## src/rtl/mem_access_unit.sv

```systemverilog
// CPU-side load/store unit for a single-port, combinational-read word memory.
// It handles byte and halfword accesses: loads are extracted with sign/zero fill, stores use read-modify-write.
module mem_access_unit #(
  parameter int unsigned MEM_DEPTH = 256
) (
  input  logic        i_clk,
  input  logic        i_rst_n,
  input  logic        i_req,
  input  logic        i_req_we,
  input  logic [1:0]  i_req_size,
  input  logic        i_req_signed,
  input  logic [31:0] i_req_addr,
  input  logic [31:0] i_req_wdata,
  output logic        o_busy,
  output logic        o_resp_valid,
  output logic [31:0] o_resp_rdata,
  output logic        o_resp_err,
  output logic [31:0] o_mem_address,
  output logic [31:0] o_mem_write_data,
  output logic        o_mem_write,
  input  logic [31:0] i_mem_read_data
);

  typedef enum logic [1:0] {StIdle, StRd, StWr, StResp} state_e;

  state_e      r_state;
  state_e      w_state_d;
  logic        r_we;
  logic [1:0]  r_size;
  logic        r_signed;
  logic [31:0] r_addr;
  logic [31:0] r_wdata;
  logic        r_err;
  logic [31:0] r_rdword;

  logic        w_accept;
  logic        w_req_err;
  logic [4:0]  w_shift;
  logic [31:0] w_lane;
  logic [31:0] w_mask;
  logic [31:0] w_merged;
  logic [31:0] w_load_data;

  assign w_accept = (r_state == StIdle) && i_req;

  always_comb begin
    w_req_err = 1'b0;
    unique case (i_req_size)
      2'b00:   w_req_err = 1'b0;
      2'b01:   w_req_err = i_req_addr[0];
      2'b10:   w_req_err = (i_req_addr[1:0] != 2'b00);
      default: w_req_err = 1'b1;
    endcase
    if ({2'b00, i_req_addr[31:2]} >= MEM_DEPTH) begin
      w_req_err = 1'b1;
    end
  end

  always_ff @(posedge i_clk or negedge i_rst_n) begin
    if (!i_rst_n) begin
      r_state  <= StIdle;
      r_we     <= 1'b0;
      r_size   <= 2'b00;
      r_signed <= 1'b0;
      r_addr   <= 32'h0;
      r_wdata  <= 32'h0;
      r_err    <= 1'b0;
      r_rdword <= 32'h0;
    end else begin
      r_state <= w_state_d;
      if (w_accept) begin
        r_we     <= i_req_we;
        r_size   <= i_req_size;
        r_signed <= i_req_signed;
        r_addr   <= i_req_addr;
        r_wdata  <= i_req_wdata;
        r_err    <= w_req_err;
      end
      if (r_state == StRd) begin
        r_rdword <= i_mem_read_data;
      end
    end
  end

  always_comb begin
    w_state_d = r_state;
    unique case (r_state)
      StIdle: begin
        if (i_req) begin
          if (w_req_err) begin
            w_state_d = StResp;
          end else if (i_req_we && (i_req_size == 2'b10)) begin
            w_state_d = StWr;
          end else begin
            w_state_d = StRd;
          end
        end
      end
      StRd:    w_state_d = r_we ? StWr : StResp;
      StWr:    w_state_d = StResp;
      StResp:  w_state_d = StIdle;
      default: w_state_d = StIdle;
    endcase
  end

  // Little-endian lanes: halfwords are aligned, so the byte offset also serves as their shift.
  assign w_shift = {r_addr[1:0], 3'b000};
  assign w_lane  = r_rdword >> w_shift;

  always_comb begin
    w_mask      = 32'hFFFF_FFFF;
    w_load_data = r_rdword;
    unique case (r_size)
      2'b00: begin
        w_mask      = 32'h0000_00FF << w_shift;
        w_load_data = {{24{r_signed & w_lane[7]}}, w_lane[7:0]};
      end
      2'b01: begin
        w_mask      = 32'h0000_FFFF << w_shift;
        w_load_data = {{16{r_signed & w_lane[15]}}, w_lane[15:0]};
      end
      default: begin
        w_mask      = 32'hFFFF_FFFF;
        w_load_data = r_rdword;
      end
    endcase
  end

  // Word stores skip the read, but their all-ones mask makes the stale old word irrelevant.
  assign w_merged = (r_rdword & ~w_mask) | ((r_wdata << w_shift) & w_mask);

  always_comb begin
    o_busy           = (r_state != StIdle);
    o_resp_valid     = 1'b0;
    o_resp_err       = 1'b0;
    o_resp_rdata     = 32'h0;
    o_mem_address    = 32'h0;
    o_mem_write_data = 32'h0;
    o_mem_write      = 1'b0;
    unique case (r_state)
      StRd: begin
        o_mem_address = {2'b00, r_addr[31:2]};
      end
      StWr: begin
        o_mem_address    = {2'b00, r_addr[31:2]};
        o_mem_write_data = w_merged;
        o_mem_write      = 1'b1;
      end
      StResp: begin
        o_resp_valid = 1'b1;
        o_resp_err   = r_err;
        o_resp_rdata = (r_err || r_we) ? 32'h0 : w_load_data;
      end
      default: begin
      end
    endcase
  end

endmodule
```

## config.mk

```make
export PLATFORM = sky130hd
export DESIGN_NAME = mem_access_unit
export DESIGN_NICKNAME = d
export VERILOG_FILES = /design/src/rtl/mem_access_unit.sv
export SDC_FILE = /design/constraint.sdc
export NUM_CORES = 1
export LEC_CHECK = 0
export ABC_AREA = 1
export CAP_MARGIN = 25
export CORE_ASPECT_RATIO = 1.1
export CORE_MARGIN = 10
export CORE_UTILIZATION = 34
export DETAILED_ROUTE_END_ITERATION = 8
export GPL_TIMING_DRIVEN = 0
export PLACE_DENSITY_LB_ADDON = 0.2
export SLEW_MARGIN = 20
export SYNTH_ARGS = -nofsm -noshare
export SYNTH_HDL_FRONTEND = slang
export SYNTH_SLANG_ARGS = --single-unit
```

## constraint.sdc

```tcl
create_clock -name i_clk -period 2.4 [get_ports i_clk]
set_clock_uncertainty 0.2 [all_clocks]
set_input_delay 0.24 -clock i_clk [delete_from_list [all_inputs] [get_ports i_clk]]
set_output_delay 0.24 -clock i_clk [all_outputs]
set_load 0.005 [all_outputs]
```

==> summary.txt <==
Floorplanning
  – Die height: 159 um
  – CORE AREA: 0.0171 mm^2
  – Initial Util: 34.7%
  – Row cnt: 50
  – Full die area: 0.0232 mm^2
  – I/O pin count: 203
  – Die Width: 146 um

Clocking
  – H-Tree Depth: 3
  – TritonCTS clock tree: done
  – Clock-pin transition on the worst setup and hold timing paths: approximately 70 ps
  – CTS buffer count: 9
  – Root Driver: clkbuf_16
  – Clock Latency Late Sink: 350 ps
  – Clk sinks: 103
  – Worst-case clock buffer depth: 2

Route
  – Vias per Instance: 4.97
  – Total number of vias: 6,316
  – WL final: about 24,000 um
  – DR pass1 iterations: 5
  – DRC Markers: 0
  – Post-DRT Antenna Nets: 0
  – Drt wl/cell: 19.1 um
  – DR iter-0 viols: 409

Synthesis
  – Synth Register Bits: 103
  – Mapped Cells: 773
  – Ys Warns: 0
  – Register area share after synthesis: 43.3%
  – Synthesized area: 0.00595 mm^2
  – Avg Inst Size Synth: 7.70 um^2
  – Synth unique cells: 29

Timing
  – Slew Viols, Final: 0
  – RSZ-0062 raised after global routing: yes
  – Fin. Hold Viols: 0
  – Hold WS: 166 ps
  – Crit path time final: 2400 ps
  – Setup Viol. Count Final: 0
  – Slew HR: 62.1%
  – Period utilisation layout: between 90 and 100%
  – Fmax: 417 MHz
  – Worst slew pin tran: roughly 570 ps
  – Worst setup margin: 3.30 ps

Global route
  – Largest net degree at the start of global routing: 59
  – First-pass GRT wire length: 36,300 um
  – GRT Util Overall: between 10% and 20%
  – Vias in the first global route: ~6,400
  – Gr ovfl total: 0
  – Initial antenna violation count: 0

Critical path
  – Largest delay contributor family on the critical path: buffers and inverters
  – Critical path launch point type: flip-flop
  – R2R Path Start: r_state[1]
  – Cell mode on critical path: buf_6
  – Worst setup path startpoint: r_addr[1]
  – Arrival time worst endpoint: about 2000 ps
  – CP peak stage delay: 420 ps
  – Kind of critical path: reg2out
  – Worst EP required: 1960 ps
  – CP max FO: 7
  – CP max stage cell: dfrtp_1
  – Crit end category: primary output
  – Buf/Inv on CP: 4
  – Worst-path cell chain: buf_6, nor2_4, buf_6, buf_6, nand2_2, a21oi_2, nor2_2, a21oi_2, buf_2

Pwr
  – P_leak: 4.63 nW
  – Sw power: 6.01 mW
  – Switching Fraction: roughly 44%
  – Internal power: between 7 and 8 mW
  – Comb pwr share: 63.7%
  – Power per cell area: 1440 mW/mm^2
  – Sequential power share: about 25%
  – Max VDD drop: 0.633 mV
  – Total power: ~14 mW
  – Clk network pwr share: a little under an eighth

Cells and area
  – Design area: 0.00938 mm^2
  – Storage cell area: between 0.002 and 0.003 mm^2
  – Ant. Diodes: 0
  – Layout cells sized above 1: 27.5%
  – Fillcell total: between 1,500 and 2,000
  – Final design utilization: roughly 55%
  – Multi-input gate area: 0.00321 mm^2
  – Nets: 1,139
  – Synthesis-to-finish area growth: 57.6%

Placed design
  – Routability cong.: 0.975
  – Post-Place Cell Area: 0.00828 mm^2
  – Dpl ws: -193 ps
  – IO buf count: 200
  – Hpwl dp: ~19,000 um

Min path
  – Hold Crit Class: in2async

Run status
  – Status: finished clean

Job
  – Max Cap Viol: 0
layer usage:
metal,wire length [um],vias up,track usage (%)
met2,11200,270,31.3
li1,-,3020,-
met1,9970,2980,24.4
met4,702,0,7.06
met3,2360,46,6.98
met5,0,-,0
power by group through the flow:
| stage | Clock, mW | Combinational (mW) | Sequential (mW) |
|---|---|---|---|
| 2_1_floorplan | 0 | 3.84 | 3.02 |
| 3_3_place_gp | 0 | 6.86 | 3.32 |
| 3_5_place_dp | 0 | 6.90 | 3.34 |
| 4_1_cts | 1.57 | 7.79 | 3.34 |
| 5_1_grt | 1.63 | 9.46 | 3.45 |
| 6_report | 1.54 | 8.63 | 3.38 |
final timing paths:
| kind | endpoint | slack (ps) | cells past startpoint |
|---|---|---|---|
| setup / recovery | o_resp_rdata[12] | 3 | 9 |
| hold / removal | r_rdword[31] | 170 | 2 |
| setup reg to reg | r_wdata[11] | 300 | 6 |
| hold reg to reg | r_addr[18] | 290 | 2 |
| max in group asynchronous | r_size[1] | 1150 | 3 |
| min in group i_clk | r_rdword[30] | 250 | 3 |
layout by cell type (no fill, tap or decap), types with 22 or more instances in the layout:
cell type,n
clkbuf_2,30
dlygate4sd2_1,40
dfrtp_1,100
a21oi_1,35
nand2_1,175
nor2_1,70
buf_4,34
o21ai_1,24
inv_1,76
o21ai_0,67
clkdlybuf4s50_1,105
mux2_2,58
buf_2,22
metrics by stage:
| step | TNS, ps | cells |
|---|---|---|
| 2_1_floorplan | 0 | 774 |
| 3_5_place_dp | -6180 | 1209 |
| 5_1_grt | -569 | 1270 |
| 4_1_cts | -942 | 1253 |
| 6_report | 0 | 1270 |
| 3_3_place_gp | -336760 | 1208 |
logic make-up after synthesis:
logic type | synth area share (%)
AOI/OAI and AO/OA | 15.7
adders and majority gates | 1.05
buffers and inverters | 9.08
DFF | 43.3
muxes | 11.0
other | 0.0630
and+or+nand+nor | 19.8
synthesized netlist by cell type:
cell	instances	area, um^2
dfrtp_1	103	2580
inv_2	2	7.51
nand2_2	2	12.5
o211a_1	1	10.0
a31oi_1	1	6.26
o211ai_1	1	7.51
nor3_1	6	30.0
inv_1	84	315
buf_6	1	11.3
o221ai_1	8	70.1
clkbuf_2	1	5.00
buf_1	1	3.75
a21oi_4	1	16.3
conb_1	1	3.75
nand3_1	15	75.1
or2_2	1	6.26
ha_1	5	62.6
a21oi_1	45	225
buf_4	5	37.5
nand3_2	1	10.0
nor2_2	1	6.26
mux2_2	58	653
clkbuf_1	23	86.3
o21ai_0	102	510
nand2_1	194	728
buf_2	14	70.1
a22oi_1	12	90.1
nor2_1	83	312
clkinv_1	1	3.75
layout make-up:
type	instances	area share (%)
Clock buffer	10	2.55
Inverter	87	3.63
Tap cell	234	3.12
Sequential cell	103	27.5
Clock inverter	6	0.733
Buffer	44	4.36
Multi-Input combinational cell	540	34.2
Timing Repair Buffer	246	23.9
sequential cells by signal, indices dropped and copies added, names as in the netlist:
name and cells:
r_we 1, r_state 2, r_signed 1, r_addr 32, r_size 2, r_err 1
r_rdword 32, r_wdata 32
repair_timing:
action,4_1_cts,5_1_grt
hold buffers,1,0
setup buffers,24,17
pin swaps,22,35
endpoints found under the setup margin,94,90
resized for setup,271,144
endpoints found under the hold margin,45,0
gates cloned,3,2
Power figures use the tool's default switching activity.
